### src/rtl/seven_seg_scan_driver.sv
// ---------------------------------------------------------------------------
// seven_seg_scan_driver
//
// Time-multiplexed seven-segment driver. One of NUM_CHANNELS packed hex
// values is snapshotted at the start of every frame and scanned one digit per
// slot onto shared cathodes and per-digit anodes. Each slot opens with
// BLANK_CYCLES of dark output to suppress ghosting. Leading zeros can be
// suppressed, each digit has its own decimal point, and ACTIVE_LOW selects
// the output polarity.
//
// Ports
//   clk         system clock
//   reset       asynchronous, active-high reset (release synchronous to clk)
//   value       packed channels; channel c at [c*NUM_DIGITS*4 +: NUM_DIGITS*4],
//               nibble i is digit i (digit 0 rightmost)
//   chan_sel    channel select; an out-of-range value selects channel 0
//   dp_mask     bit i lights the decimal point of digit i
//   blank_lz    1 = suppress leading zeros
//   seg         segments, seg[0]=a .. seg[6]=g
//   dp          decimal point
//   an          digit anodes, an[i] enables digit i
//   frame_tick  one-cycle pulse at the start of each frame
//
// Parameter constraints: DIV = CLK_HZ/(REFRESH_HZ*NUM_DIGITS) must be >= 2,
// BLANK_CYCLES < DIV, and NUM_DIGITS must be in 1..8.
// ---------------------------------------------------------------------------
module seven_seg_scan_driver #(
   parameter int NUM_DIGITS   = 8,
   parameter int NUM_CHANNELS = 2,
   parameter int CLK_HZ       = 25_000_000,
   parameter int REFRESH_HZ   = 1000,
   parameter int BLANK_CYCLES = 16,
   parameter int ACTIVE_LOW   = 1,
   localparam int SEL_W       = (NUM_CHANNELS > 1) ? $clog2(NUM_CHANNELS) : 1
) (
   input  logic                               clk,
   input  logic                               reset,
   input  logic [NUM_CHANNELS*NUM_DIGITS*4-1:0] value,
   input  logic [SEL_W-1:0]                   chan_sel,
   input  logic [NUM_DIGITS-1:0]              dp_mask,
   input  logic                               blank_lz,
   output logic [6:0]                         seg,
   output logic                               dp,
   output logic [NUM_DIGITS-1:0]              an,
   output logic                               frame_tick
);

   localparam int DIV    = CLK_HZ / (REFRESH_HZ * NUM_DIGITS);
   localparam int SLOT_W = $clog2(DIV);
   localparam int IDX_W  = (NUM_DIGITS > 1) ? $clog2(NUM_DIGITS) : 1;
   localparam int DIG_W  = NUM_DIGITS * 4;

   localparam logic [SLOT_W-1:0] SLOT_MAX = SLOT_W'(DIV - 1);
   localparam logic [SLOT_W-1:0] BLANK_L  = SLOT_W'(BLANK_CYCLES);
   localparam logic [IDX_W-1:0]  IDX_MAX  = IDX_W'(NUM_DIGITS - 1);

   // Polarity mask: XOR-ing an active-high pattern with it yields the pin
   // level, and the mask itself is the "everything off" level.
   localparam logic POL = (ACTIVE_LOW != 0);
   localparam logic [6:0]            SEG_OFF = {7{POL}};
   localparam logic [NUM_DIGITS-1:0] AN_OFF  = {NUM_DIGITS{POL}};

   // Active-high abcdefg glyphs, a = bit 0.
   function automatic logic [6:0] hex_glyph(input logic [3:0] nib);
      logic [6:0] g;
      case (nib)
         4'h0: g = 7'h3F;
         4'h1: g = 7'h06;
         4'h2: g = 7'h5B;
         4'h3: g = 7'h4F;
         4'h4: g = 7'h66;
         4'h5: g = 7'h6D;
         4'h6: g = 7'h7D;
         4'h7: g = 7'h07;
         4'h8: g = 7'h7F;
         4'h9: g = 7'h6F;
         4'hA: g = 7'h77;
         4'hB: g = 7'h7C;
         4'hC: g = 7'h39;
         4'hD: g = 7'h5E;
         4'hE: g = 7'h79;
         default: g = 7'h71;
      endcase
      return g;
   endfunction

   logic [SLOT_W-1:0]     slot_cnt;
   logic [IDX_W-1:0]      idx;
   logic [DIG_W-1:0]      snapshot;
   logic [NUM_DIGITS-1:0] dpm_lat;
   logic                  blz_lat;

   logic                  frame_start;
   logic [DIG_W-1:0]      sel_value;
   logic [DIG_W-1:0]      snap_eff;
   logic [NUM_DIGITS-1:0] dpm_eff;
   logic                  blz_eff;
   logic [3:0]            cur_nib;
   logic                  cur_dp;
   logic                  cur_lz;
   logic                  zero_run;
   logic [NUM_DIGITS-1:0] an_on;

   assign frame_start = (slot_cnt == '0) && (idx == '0);

   // Channel mux; anything that matches no channel falls back to channel 0.
   always_comb begin
      // NOTE: every always_comb output gets a default first, so no path
      // through the block leaves it unassigned and infers a latch.
      sel_value = value[DIG_W-1:0];
      for (int c = 1; c < NUM_CHANNELS; c++) begin
         if (chan_sel == SEL_W'(c)) sel_value = value[c*DIG_W +: DIG_W];
      end
   end

   // The frame-start cycle already displays the freshly captured values, so
   // the first slot of a frame is consistent even when BLANK_CYCLES is 0.
   assign snap_eff = frame_start ? sel_value : snapshot;
   assign dpm_eff  = frame_start ? dp_mask   : dpm_lat;
   assign blz_eff  = frame_start ? blank_lz  : blz_lat;

   // Pick the current nibble/dp, and decide leading-zero blanking by
   // walking from the most significant digit down: zero_run stays set while
   // every nibble from the top through digit i is zero.
   always_comb begin
      cur_nib  = snap_eff[3:0];
      cur_dp   = dpm_eff[0];
      cur_lz   = 1'b0;
      zero_run = 1'b1;
      for (int i = NUM_DIGITS - 1; i >= 0; i--) begin
         zero_run = zero_run & (snap_eff[i*4 +: 4] == 4'h0);
         if (idx == IDX_W'(i)) begin
            cur_nib = snap_eff[i*4 +: 4];
            cur_dp  = dpm_eff[i];
            cur_lz  = blz_eff & zero_run & (i != 0);
         end
      end
   end

   assign an_on = NUM_DIGITS'(1) << idx;

   always_ff @(posedge clk or posedge reset) begin
      if (reset) begin
         slot_cnt   <= '0;
         idx        <= '0;
         snapshot   <= '0;
         dpm_lat    <= '0;
         blz_lat    <= 1'b0;
         frame_tick <= 1'b0;
         an         <= AN_OFF;
         seg        <= SEG_OFF;
         dp         <= POL;
      end else begin
         // NOTE: sequential state uses non-blocking assignments so every
         // register samples the pre-edge values, independent of statement
         // order.
         if (slot_cnt == SLOT_MAX) begin
            slot_cnt <= '0;
            idx      <= (idx == IDX_MAX) ? '0 : idx + 1'b1;
         end else begin
            slot_cnt <= slot_cnt + 1'b1;
         end

         if (frame_start) begin
            snapshot <= sel_value;
            dpm_lat  <= dp_mask;
            blz_lat  <= blank_lz;
         end

         frame_tick <= frame_start;

         // Dark at the head of each slot so the previous digit's segments
         // never bleed onto the next anode.
         if (slot_cnt < BLANK_L) begin
            an  <= AN_OFF;
            seg <= SEG_OFF;
            dp  <= POL;
         end else begin
            an  <= an_on ^ AN_OFF;
            seg <= cur_lz ? SEG_OFF : (hex_glyph(cur_nib) ^ SEG_OFF);
            dp  <= cur_dp ^ POL;
         end
      end
   end

endmodule
### config.mk
export PLATFORM = sky130hd
export DESIGN_NAME = seven_seg_scan_driver
export DESIGN_NICKNAME = d
export VERILOG_FILES = /design/src/rtl/seven_seg_scan_driver.sv
export SDC_FILE = /design/constraint.sdc
export NUM_CORES = 1
export LEC_CHECK = 0
export CORE_MARGIN = 10
export CORE_UTILIZATION = 40
export DETAILED_ROUTE_END_ITERATION = 16
export PLACE_DENSITY_LB_ADDON = 0.05
export SLEW_MARGIN = 5
export SYNTH_ARGS = -nofsm -noshare
export SYNTH_HDL_FRONTEND = slang
export SYNTH_SLANG_ARGS = --single-unit
### constraint.sdc
create_clock -name clk -period 4.75 [get_ports clk]
set_clock_uncertainty 0.1 [all_clocks]
set_input_delay 1.425 -clock clk [delete_from_list [all_inputs] [get_ports clk]]
set_output_delay 1.425 -clock clk [all_outputs]
set_load 0.05 [all_outputs]
==> results of run 1 <==
worst max-delay path by stage:
stage                                     start                to  depth (start not counted)
after global routing      slot_cnt[0]$_DFF_PP0_  seg[3]$_DFF_PP1_                         13
after CTS                 slot_cnt[8]$_DFF_PP0_  seg[3]$_DFF_PP1_                         11
after detailed placement               chan_sel  seg[3]$_DFF_PP1_                         11
after global placement                 chan_sel  seg[3]$_DFF_PP1_                         11
after floorplan                        chan_sel  seg[0]$_DFF_PP1_                         14
final                     slot_cnt[8]$_DFF_PP0_  seg[3]$_DFF_PP1_                         11
flip-flops by register name (all words and copies together) (netlist names):
| name | flops |
|---|---|
| dpm_lat | 8 |
| blz_lat | 1 |
| frame_tick | 1 |
| idx | 3 |
| seg | 7 |
| dp | 1 |
| an | 8 |
| snapshot | 32 |
| slot_cnt | 12 |
cell usage after synthesis (3+ instances only):
cell / n
sky130_fd_sc_hd__nor2_1: 25
sky130_fd_sc_hd__nor2b_1: 3
sky130_fd_sc_hd__nand2b_1: 4
sky130_fd_sc_hd__nor4_1: 10
sky130_fd_sc_hd__o21ai_0: 31
sky130_fd_sc_hd__ha_1: 14
sky130_fd_sc_hd__nor3_1: 6
sky130_fd_sc_hd__mux2_2: 22
sky130_fd_sc_hd__clkbuf_1: 15
sky130_fd_sc_hd__mux2i_1: 25
sky130_fd_sc_hd__nand2_1: 78
sky130_fd_sc_hd__buf_2: 5
sky130_fd_sc_hd__o2111ai_1: 3
sky130_fd_sc_hd__o41ai_1: 5
sky130_fd_sc_hd__inv_1: 18
sky130_fd_sc_hd__xnor2_1: 4
sky130_fd_sc_hd__dfstp_2: 16
sky130_fd_sc_hd__and2_1: 3
sky130_fd_sc_hd__dfrtp_1: 57
sky130_fd_sc_hd__a211oi_1: 3
sky130_fd_sc_hd__xor2_1: 6
sky130_fd_sc_hd__or4_1: 6
sky130_fd_sc_hd__nand3_1: 16
sky130_fd_sc_hd__a21oi_1: 9
sky130_fd_sc_hd__buf_1: 3
sky130_fd_sc_hd__nand4_1: 3
sky130_fd_sc_hd__o221ai_1: 4
sky130_fd_sc_hd__o211ai_1: 8
logic make-up (layout without fill, tap and decap cells):
group	count (synthesis)	in the layout	share of synthesized area
adders and majority gates	14	14	0.04005
buffers and inverters	46	139	0.05091
and+or+nand+nor	164	164	0.1742
xor gates and xnor gates	10	10	0.02002
muxes	53	53	0.1362
DFF	73	73	0.4222
AOI/OAI and AO/OA	92	92	0.1565
metrics by stage:
| stage | worst slack, ns | area (um^2) | power (mW) |
|---|---|---|---|
| finish | 0.4107 | 5612 | 1.427 |
| global route | 0.06017 | 5612 | 1.491 |
| CTS | 0.4122 | 5612 | 1.447 |
| detailed placement | 0.3374 | 5405 | 0.9292 |
| global placement | 0.3981 | 5405 | 0.9258 |
| floorplan | 0.4403 | 4374 | 0.8152 |
critical path, stage by stage (launching register included):
cell and delay [ns]:
sky130_fd_sc_hd__dfrtp_1 0.42, sky130_fd_sc_hd__or4_1 0.67, sky130_fd_sc_hd__or4_4 0.57, sky130_fd_sc_hd__buf_4 0.33, sky130_fd_sc_hd__o21ai_0 0.44, sky130_fd_sc_hd__o221ai_1 0.25
sky130_fd_sc_hd__a311oi_4 0.47, sky130_fd_sc_hd__inv_1 0.17, sky130_fd_sc_hd__ha_1 0.32, sky130_fd_sc_hd__o311ai_0 0.14, sky130_fd_sc_hd__o21ai_0 0.17, sky130_fd_sc_hd__o211ai_1 0.19
power groups by stage:
stage                     registers (mW)  clock network (mW)  logic [mW]
after floorplan                    0.713                   0       0.102
after global placement             0.689                   0       0.237
after detailed placement           0.689                   0       0.240
after CTS                          0.677               0.529       0.241
after global routing               0.682               0.550       0.259
final                              0.678               0.511       0.238
cell type report:
class / instances / area (um^2)
Timing Repair Buffer: 104 / 1006
Fill cell: 1040 / 5181
Clock buffer: 12 / 155.1
Tap cell: 140 / 175.2
Clock inverter: 4 / 51.30
Inverter: 19 / 72.57
Multi-Input combinational cell: 333 / 2305
Sequential cell: 73 / 1847
metal layers:
metal,track usage,up-vias,wire (um)
li1,-,1808,-
met1,0.2096,1730,5761
met2,0.2376,99,5613
met3,0.03319,9,548
met4,0.04729,0,129
met5,0,-,0
==> results.json, run 1 <==
{
  "ctsHoldBuffers": 0,
  "max_clock_freq_mhz": 230.5,
  "power_density_nw_per_um2": 254.2,
  "number_of_primary_i_o_pins": 93,
  "count_of_flip_flops_with_a_built_in_enable_after_synthesis": 0,
  "cts_setup_buffers": 0,
  "tritoncts_buffers": 9,
  "largest_net_degree_at_the_start_of_global_routing": 59,
  "wl_per_cell_um": 17.59,
  "ys_top_cells_by_area": "sky130_fd_sc_hd__dfrtp_1 (33%), sky130_fd_sc_hd__dfstp_2 (9.6%), sky130_fd_sc_hd__nand2_1 (6.7%)",
  "irDropWorstVdd_mv": 0.1094,
  "full_die_area_um2": 15520,
  "route.vias.total": 3646,
  "p_leak_nw": 2.360,
  "antennaDiodeCount": 0,
  "mappedNetlistArea_um2": 4374,
  "power_switching_share": 0.2622,
  "synth_ff_type": "sky130_fd_sc_hd__dfrtp_1",
  "clock_tree.buffer_depth": 2,
  "final-setup-viol-count": 0,
  "cts_tree": "done",
  "drt_wl_total_mm": 12.05,
  "cellInternalPower_mw": 1.053,
  "crit_fanout": 58,
  "post_route_cells_drive_above_1_share": 0.1541,
  "fin_crit_ns": 4.339,
  "async_flop_share": 1.000,
  "critPathKind": "register to register",
  "grt-ovfl-total": 0,
  "gpl.final_weighted_congestion": 0.8197,
  "timing_max_transition_violations_final": 0,
  "postRouteAntennaNets": 0,
  "dr.first_iter.drc_count": 228,
  "power.net_switching_uw": 374.1,
  "sum_of_negative_setup_slack_ns": 0,
  "count_of_cells_resized_by_post_cts_repair": 0,
  "syn_nets": 542,
  "synth.largest_area_cell": "sky130_fd_sc_hd__dfrtp_1",
  "global_route_wire_length_before_repair_mm": 19.88,
  "rows": 38,
  "ys_seq_elements": 73,
  "slew-limit-headroom": 0.4505,
  "initial_antenna_violation_count": 0,
  "hold_path_end": "slot_cnt[0]$_DFF_PP0_",
  "run_status": "completed",
  "worst-slew-pin-transition_ns": 0.8168,
  "gr-usage-all-layers": 0.1541,
  "via_count_of_the_first_global_routing_pass": 3758,
  "timing_hold_violations_final": 0,
  "worst_skew_pair_later_pin_latency_ns": 0.36,
  "die_height_um": 124.6,
  "mostFrequentLayoutCell": "sky130_fd_sc_hd__clkdlybuf4s50_1",
  "die_width_um": 124.6,
  "critical_path.reg2reg.startpoint": "slot_cnt[8]$_DFF_PP0_",
  "share_comb_of_total_power": 0.167,
  "placeable_core_area_um2": 10790,
  "root_buffer": "sky130_fd_sc_hd__clkbuf_8",
  "critical_path.endpoint_type": "register",
  "netlist.area_leader.share": 0.3261,
  "commonest_non_fill_non_tap_cells_in_the_layout": "sky130_fd_sc_hd__clkdlybuf4s50_1 (91), sky130_fd_sc_hd__nand2_1 (78), sky130_fd_sc_hd__dfrtp_1 (57), sky130_fd_sc_hd__o21ai_0 (31)",
  "finalCritPeriodShare": 0.9135,
  "route.detailed.drc": 0,
  "r2r_end": "seg[3]$_DFF_PP1_",
  "area_growth_syn_to_layout_pct": 28.29,
  "worstHoldPathType": "register to register",
  "route.detailed.vias_per_inst": 5.323,
  "worst_ep_arrival_time_ns": 4.53,
  "cts.clk_slew.worst_paths_ns": 0.08,
  "source_of_the_worst_hold_timing_path": "slot_cnt[0]$_DFF_PP0_",
  "cp.required_ns": 4.94,
  "dpl.cell_count": 669,
  "layout.nets": 630,
  "final_cells": 685,
  "hpwlAfterDp_mm": 9.383,
  "clock_tree.htree_level_count": 3,
  "hold_path_depth": 1,
  "share_seq_of_total_power": 0.475,
  "layout.core_utilization": 0.5199,
  "floorplan.initialDensity": 0.4053,
  "yosys.cell_types.count": 64,
  "synthesis.yosys.warnings": 0,
  "rsz0062_at_grt": "no",
  "share_clk_of_total_power": 0.358,
  "port_buffers": 92,
  "clock_sink_count": 73,
  "r2r.worst_path.cells": 11,
  "drt_pre_antenna_iters": 4,
  "r2r_setup_slack_ns": 0.41,
  "syn_area_per_cell_um2": 9.677,
  "number_of_standard_cells_after_synthesis": 452,
  "critical_path.startpoint_type": "register",
  "drv.max_cap_violation_count": 0,
  "ys_seq_area_frac": 0.4222,
  "hold_slack_ns": 0.3583
}
No activity file was read; power rests on OpenSTA's default activity.
==> inputs of run 2 (changes only) <==
--- a/config.mk
+++ b/config.mk
@@ -6,9 +6,10 @@
 export NUM_CORES = 1
 export LEC_CHECK = 0
 export CORE_MARGIN = 10
-export CORE_UTILIZATION = 40
+export CORE_UTILIZATION = 30
 export DETAILED_ROUTE_END_ITERATION = 16
 export PLACE_DENSITY_LB_ADDON = 0.05
+export REMOVE_ABC_BUFFERS = 1
 export SLEW_MARGIN = 5
 export SYNTH_ARGS = -nofsm -noshare
 export SYNTH_HDL_FRONTEND = slang
==> run 2 against run 1 <==
  * Die area increased by 28%
  * Worst setup slack improved by 0.071 ns
  * Largest power group is now the clock network
  * Non-clock buffer count fell by 2
  * Sequential cell count stayed put
  * Cell area is 2.8% higher
  * Maximum frequency increased by 1.7%
  * Count of clock-buffer cells in the layout down 2
  * Via count barely moved
  * First-iteration DRC count decreased by 32%
  * Critical endpoint unchanged
  * Core utilization decreased by 12 points
  * Wire length grew 7.5%
==> results.json, run 2 (same netlist as run 1, synthesis figures left out) <==
{
  "antennaDiodeCount": 0,
  "timing_hold_violations_final": 0,
  "full_die_area_um2": 19810,
  "crit_end": "seg[3]$_DFF_PP1_",
  "clock_tree.buffer_depth": 2,
  "drv.max_cap_violation_count": 0,
  "critical_path.endpoint_type": "register",
  "rsz0062_at_grt": "no",
  "critical_path.startpoint_type": "register",
  "floorplan.initialDensity": 0.3033,
  "share_clk_of_total_power": 0.439,
  "worst_ep_arrival_time_ns": 4.42,
  "pre_cts_ws_ns": 0.2464,
  "run_status": "completed",
  "final-setup-viol-count": 0,
  "drt_wl_total_mm": 12.96,
  "drt_pre_antenna_iters": 5,
  "critPathSlowestCell": "sky130_fd_sc_hd__or4_1",
  "initial_antenna_violation_count": 0,
  "critical_path_buf_inv_count": 1,
  "share_seq_of_total_power": 0.414,
  "grt-ovfl-total": 0,
  "fin_crit_ns": 4.269,
  "finalCritPeriodShare": 0.8987,
  "clock_sink_count": 73,
  "cts_setup_buffers": 0,
  "dr.first_iter.drc_count": 156,
  "placeable_core_area_um2": 14420,
  "critPathKind": "register to register",
  "power.net_switching_uw": 400.3,
  "critPathTopFamily": "compound AO/OA/AOI/OAI gates",
  "p_leak_nw": 2.404,
  "layout.nets": 628,
  "tritoncts_buffers": 9,
  "post_route_cells_drive_above_1_share": 0.1510,
  "die_height_um": 140.8,
  "met1Wirelength_mm": 6.200,
  "worst-slew-pin-transition_ns": 0.7819,
  "largestRegisters": "snapshot (32), slot_cnt (12)",
  "top_register": "snapshot",
  "count_of_cells_resized_by_post_cts_repair": 0,
  "area_growth_syn_to_layout_pct": 31.89,
  "wire_length_on_met3_um": 558,
  "r2r_end": "seg[3]$_DFF_PP1_",
  "rows": 44,
  "global_route_wire_length_before_repair_mm": 20.78,
  "crit_fanout": 16,
  "cell_by_cell_listing_of_the_critical_path": "or4_1, or4_4, clkinv_2, mux2_2, o21ai_0, o211ai_1, a21oi_1, ha_1, o311ai_0, o21ai_0, o211ai_1",
  "commonest_non_fill_non_tap_cells_in_the_layout": "sky130_fd_sc_hd__clkdlybuf4s50_1 (91), sky130_fd_sc_hd__nand2_1 (78), sky130_fd_sc_hd__dfrtp_1 (57), sky130_fd_sc_hd__o21ai_0 (31)",
  "die_width_um": 140.8,
  "wire_length_on_met2_mm": 5.959,
  "share_comb_of_total_power": 0.147,
  "layout_setup_ws_ns": 0.4814,
  "cellInternalPower_mw": 1.239,
  "flip_flop_count_of_the_largest_register_after_layout": 32,
  "critical_path.reg2reg.startpoint": "slot_cnt[9]$_DFF_PP0_",
  "route.detailed.drc": 0,
  "sum_of_negative_setup_slack_ns": 0,
  "port_buffers": 92,
  "via_count_of_the_first_global_routing_pass": 3773,
  "number_of_primary_i_o_pins": 93,
  "route.vias.total": 3645,
  "timing_max_transition_violations_final": 0,
  "worstHoldPathType": "register to register",
  "cp.required_ns": 4.91,
  "wl_per_cell_um": 17.82,
  "max_clock_freq_mhz": 234.3,
  "cts_tree": "done",
  "cts.clk_slew.worst_paths_ns": 0.06,
  "ctsHoldBuffers": 0,
  "root_buffer": "sky130_fd_sc_hd__clkbuf_16",
  "worst_skew_pair_later_pin_latency_ns": 0.34,
  "gr-usage-all-layers": 0.1304,
  "cp.depth": 11,
  "worst_setup_path_startpoint": "slot_cnt[9]$_DFF_PP0_",
  "power_density_nw_per_um2": 284.2,
  "r2r.worst_path.cells": 11,
  "hpwlAfterDp_mm": 10.13,
  "critPathMaxStageDelay_ns": 0.69,
  "clock_tree.htree_level_count": 3,
  "r2r_setup_slack_ns": 0.48,
  "largest_net_degree_at_the_start_of_global_routing": 59,
  "gpl.final_weighted_congestion": 0.8269,
  "postRouteAntennaNets": 0,
  "mostFrequentLayoutCell": "sky130_fd_sc_hd__clkdlybuf4s50_1",
  "top_signal_layer_used": "met4",
  "route.detailed.vias_per_inst": 5.014,
  "final.fill_count": 1473,
  "irDropWorstVdd_mv": 0.1584,
  "power_switching_share": 0.2442,
  "layout.core_utilization": 0.4000,
  "slew-limit-headroom": 0.4780
}
-- run 2: cell types whose count changed in the layout (fill, tap and decap cells not counted), sizes merged --
cell,before,now
clkinv,3,4
clkbuf,12,10
buf,13,11
bufinv,1,2
-- run 2: power groups by stage --
stage	Combinational (mW)	Sequential [mW]	Clock, mW
floorplan	0.0955	0.713	0
CTS	0.244	0.679	0.741
global route	0.263	0.683	0.774
detailed placement	0.243	0.690	0
finish	0.240	0.679	0.720
global placement	0.242	0.690	0
-- run 2: layout make-up --
type	instances	area (um^2)	share of cell area
clock buffers	10	229.0	0.03969
repair buffers	102	1003	0.1739
inverters	19	72.57	0.01258
flip-flops and latches	73	1847	0.3201
clock inverters	6	82.58	0.01431
multi-input cells	333	2305	0.3995
well taps	184	230.2	0.03990
-- run 2: stage by stage --
| step | hold WS, ns | std cells | instance area [um^2] | power [mW] |
|---|---|---|---|---|
| final | 0.3493 | 727 | 5769 | 1.640 |
| after global placement | 0.3513 | 711 | 5458 | 0.9322 |
| after CTS | 0.3558 | 727 | 5769 | 1.664 |
| after global routing | 0.3804 | 727 | 5769 | 1.719 |
| after detailed placement | 0.3478 | 711 | 5458 | 0.9335 |
| after floorplan | 0.3322 | 425 | 4224 | 0.8087 |
-- run 2: metal layers --
layer / up-vias / global-route usage
met5: - / 0
met1: 1748 / 0.1709
met4: 0 / 0.05380
met3: 16 / 0.03090
met2: 79 / 0.2010
li1: 1802 / -
-- run 2: how the worst min path moves through the flow --
stage	startpoint	endpoint	slack [ns]	depth (start not counted)
2_1_floorplan	slot_cnt[0]$_DFF_PP0_	slot_cnt[0]$_DFF_PP0_	0.33	1
3_3_place_gp	slot_cnt[0]$_DFF_PP0_	slot_cnt[0]$_DFF_PP0_	0.35	1
3_5_place_dp	slot_cnt[0]$_DFF_PP0_	slot_cnt[0]$_DFF_PP0_	0.35	1
4_1_cts	slot_cnt[0]$_DFF_PP0_	slot_cnt[0]$_DFF_PP0_	0.36	1
5_1_grt	slot_cnt[0]$_DFF_PP0_	slot_cnt[0]$_DFF_PP0_	0.38	1
6_report	slot_cnt[0]$_DFF_PP0_	slot_cnt[0]$_DFF_PP0_	0.35	1
==> inputs of run 3 (changes only) <==
--- a/config.mk
+++ b/config.mk
@@ -5,6 +5,8 @@
 export SDC_FILE = /design/constraint.sdc
 export NUM_CORES = 1
 export LEC_CHECK = 0
+export CELL_PAD_IN_SITES_DETAIL_PLACEMENT = 1
+export CELL_PAD_IN_SITES_GLOBAL_PLACEMENT = 1
 export CORE_MARGIN = 10
 export CORE_UTILIZATION = 30
 export DETAILED_ROUTE_END_ITERATION = 16
==> run 3 against run 2 <==
  * Clock power grew 5.7%
  * Count of clock-buffer cells in the layout grew 1
  * Via count grew 1.0%
  * Wire length grew 8.3%
  * Sequential share of layout area shrank 0.21 points
  * Final cell count grew 0.14%
  * Sequential power is essentially flat
  * Sequential cell count is the same
  * Highest routed layer unchanged
  * Die area is the same
  * Worst setup slack lost 0.054 ns
  * Register-to-register slack lost 0.05 ns
  * Critical path depth is the same
==> results.json, run 3 (same netlist as run 1, synthesis figures left out) <==
{
  "cts_tree": "done",
  "wl_per_cell_um": 19.28,
  "initial_antenna_violation_count": 0,
  "cts.clk_slew.worst_paths_ns": 0.06,
  "final.fill_count": 1641,
  "postRouteAntennaNets": 0,
  "antennaDiodeCount": 0,
  "cellInternalPower_mw": 1.269,
  "share_seq_of_total_power": 0.404,
  "crit_fanout": 16,
  "rows": 44,
  "placeable_core_area_um2": 14420,
  "commonest_non_fill_non_tap_cells_in_the_layout": "sky130_fd_sc_hd__clkdlybuf4s50_1 (91), sky130_fd_sc_hd__nand2_1 (78), sky130_fd_sc_hd__dfrtp_1 (57), sky130_fd_sc_hd__o21ai_0 (31)",
  "flip_flop_count_of_the_largest_register_after_layout": 32,
  "die_height_um": 140.8,
  "share_clk_of_total_power": 0.452,
  "clock_sink_count": 73,
  "gpl.final_weighted_congestion": 0.8478,
  "ctsHoldBuffers": 0,
  "share_comb_of_total_power": 0.144,
  "dr.first_iter.drc_count": 199,
  "rsz0062_at_grt": "no",
  "floorplan.initialDensity": 0.3033,
  "run_status": "completed",
  "worst_ep_arrival_time_ns": 4.49,
  "full_die_area_um2": 19810,
  "critical_path.endpoint_type": "register",
  "drt_wl_total_mm": 14.04,
  "critical_path.startpoint_type": "register",
  "largestRegisters": "snapshot (32), slot_cnt (12)",
  "route.detailed.vias_per_inst": 5.059,
  "gr-usage-all-layers": 0.1426,
  "drt_pre_antenna_iters": 4,
  "finalCritPeriodShare": 0.9100,
  "critPathKind": "register to register",
  "cp.required_ns": 4.91,
  "fin_crit_ns": 4.323,
  "grt-ovfl-total": 0,
  "dpl.cell_count": 712,
  "top_register": "snapshot",
  "die_width_um": 140.8,
  "multi_input_area_um2": 2305,
  "critPathSlowestCell": "sky130_fd_sc_hd__or4_1",
  "root_buffer": "sky130_fd_sc_hd__clkbuf_16",
  "drv.max_cap_violation_count": 0,
  "count_of_cells_resized_by_post_cts_repair": 0,
  "timing_max_transition_violations_final": 0,
  "hold_path_depth": 1,
  "seq_area_um2": 1847,
  "largest_net_degree_at_the_start_of_global_routing": 74,
  "irDropWorstVdd_mv": 0.1500,
  "r2r.worst_path.cells": 11,
  "tritoncts_buffers": 9,
  "final_cells": 728,
  "max_clock_freq_mhz": 231.3,
  "route.vias.total": 3683,
  "worst-slew-pin-transition_ns": 0.6430,
  "timing_hold_violations_final": 0,
  "power_density_nw_per_um2": 289.7,
  "power_switching_share": 0.2456,
  "clock_tree.buffer_depth": 2,
  "final-setup-viol-count": 0,
  "via_count_of_the_first_global_routing_pass": 4140,
  "hpwlAfterDp_mm": 10.62,
  "clock_tree.htree_level_count": 3,
  "number_of_primary_i_o_pins": 93,
  "post_route_cells_drive_above_1_share": 0.1544,
  "sum_of_negative_setup_slack_ns": 0,
  "p_leak_nw": 2.425,
  "power.net_switching_uw": 413.3,
  "cts_setup_buffers": 0,
  "layout.nets": 629,
  "global_route_wire_length_before_repair_mm": 22.71,
  "mostFrequentLayoutCell": "sky130_fd_sc_hd__clkdlybuf4s50_1",
  "area_growth_syn_to_layout_pct": 32.78,
  "worstHoldPathType": "register to register",
  "route.detailed.drc": 0,
  "critPathMaxStageDelay_ns": 0.69,
  "worst_skew_pair_later_pin_latency_ns": 0.34,
  "port_buffers": 92,
  "slew-limit-headroom": 0.5659,
  "cell_by_cell_listing_of_the_critical_path": "or4_1, or4_4, clkinv_2, mux2_2, o21ai_0, o211ai_1, a21oi_1, ha_1, o311ai_0, o21ai_0, o211ai_1"
}
==> run 3: final cells by class <==
type | instances | share of cell area
Inverter | 19 | 0.01249
Clock inverter | 5 | 0.01336
Multi-Input combinational cell | 333 | 0.3968
Timing Repair Buffer | 103 | 0.1762
Tap cell | 184 | 0.03964
Sequential cell | 73 | 0.3180
Clock buffer | 11 | 0.04352
==> run 3: through the flow <==
step | util | instance area, um^2 | hold slack [ns] | power, mW | worst slack [ns]
after floorplan | - | 4224 | 0.3322 | 0.8087 | 0.4632
after global placement | 0.3798 | 5478 | 0.3510 | 0.9320 | 0.3539
after detailed placement | 0.3798 | 5478 | 0.3585 | 0.9367 | 0.2400
after CTS | 0.4027 | 5808 | 0.3677 | 1.711 | 0.4526
after global routing | 0.4027 | 5808 | 0.4009 | 1.754 | 0.08691
final | 0.4027 | 5808 | 0.3616 | 1.683 | 0.4273
==> run 3: worst paths after layout <==
check,from,endpoint,slack [ns]
setup / recovery,slot_cnt[9]$_DFF_PP0_,seg[3]$_DFF_PP1_,0.43
hold / removal,slot_cnt[0]$_DFF_PP0_,slot_cnt[0]$_DFF_PP0_,0.36
setup reg to reg,slot_cnt[9]$_DFF_PP0_,seg[3]$_DFF_PP1_,0.43
hold reg to reg,slot_cnt[0]$_DFF_PP0_,slot_cnt[0]$_DFF_PP0_,0.36
max in group asynchronous,reset,seg[6]$_DFF_PP1_,2.79
min in group asynchronous,reset,frame_tick$_DFF_PP0_,1.38
==> run 3: power groups by stage <==
stage,clock network [mW],registers [mW],logic [mW]
final,0.761,0.679,0.243
after global routing,0.805,0.683,0.266
after CTS,0.784,0.680,0.247
after detailed placement,0,0.690,0.246
after global placement,0,0.690,0.242
after floorplan,0,0.713,0.0955
==> run 3: layer usage <==
| metal | wire length (um) | share of wire | track usage | up-vias |
|---|---|---|---|---|
| met5 | 0 | 0 | 0 | - |
| met4 | 148 | 0.011 | 0.04891 | 0 |
| met1 | 6601 | 0.47 | 0.1887 | 1807 |
| met3 | 583 | 0.042 | 0.03124 | 8 |
| li1 | - | - | - | 1798 |
| met2 | 6706 | 0.48 | 0.2239 | 70 |
==> run 3: critical path, delay by kind of cell (launching register included) <==
family	cells	cell delay, ns
compound gates	6	1.43
mux	1	0.40
fa+ha+maj	1	0.33
simple gates	2	1.29
flops	1	0.42
buf+inv	1	0.27
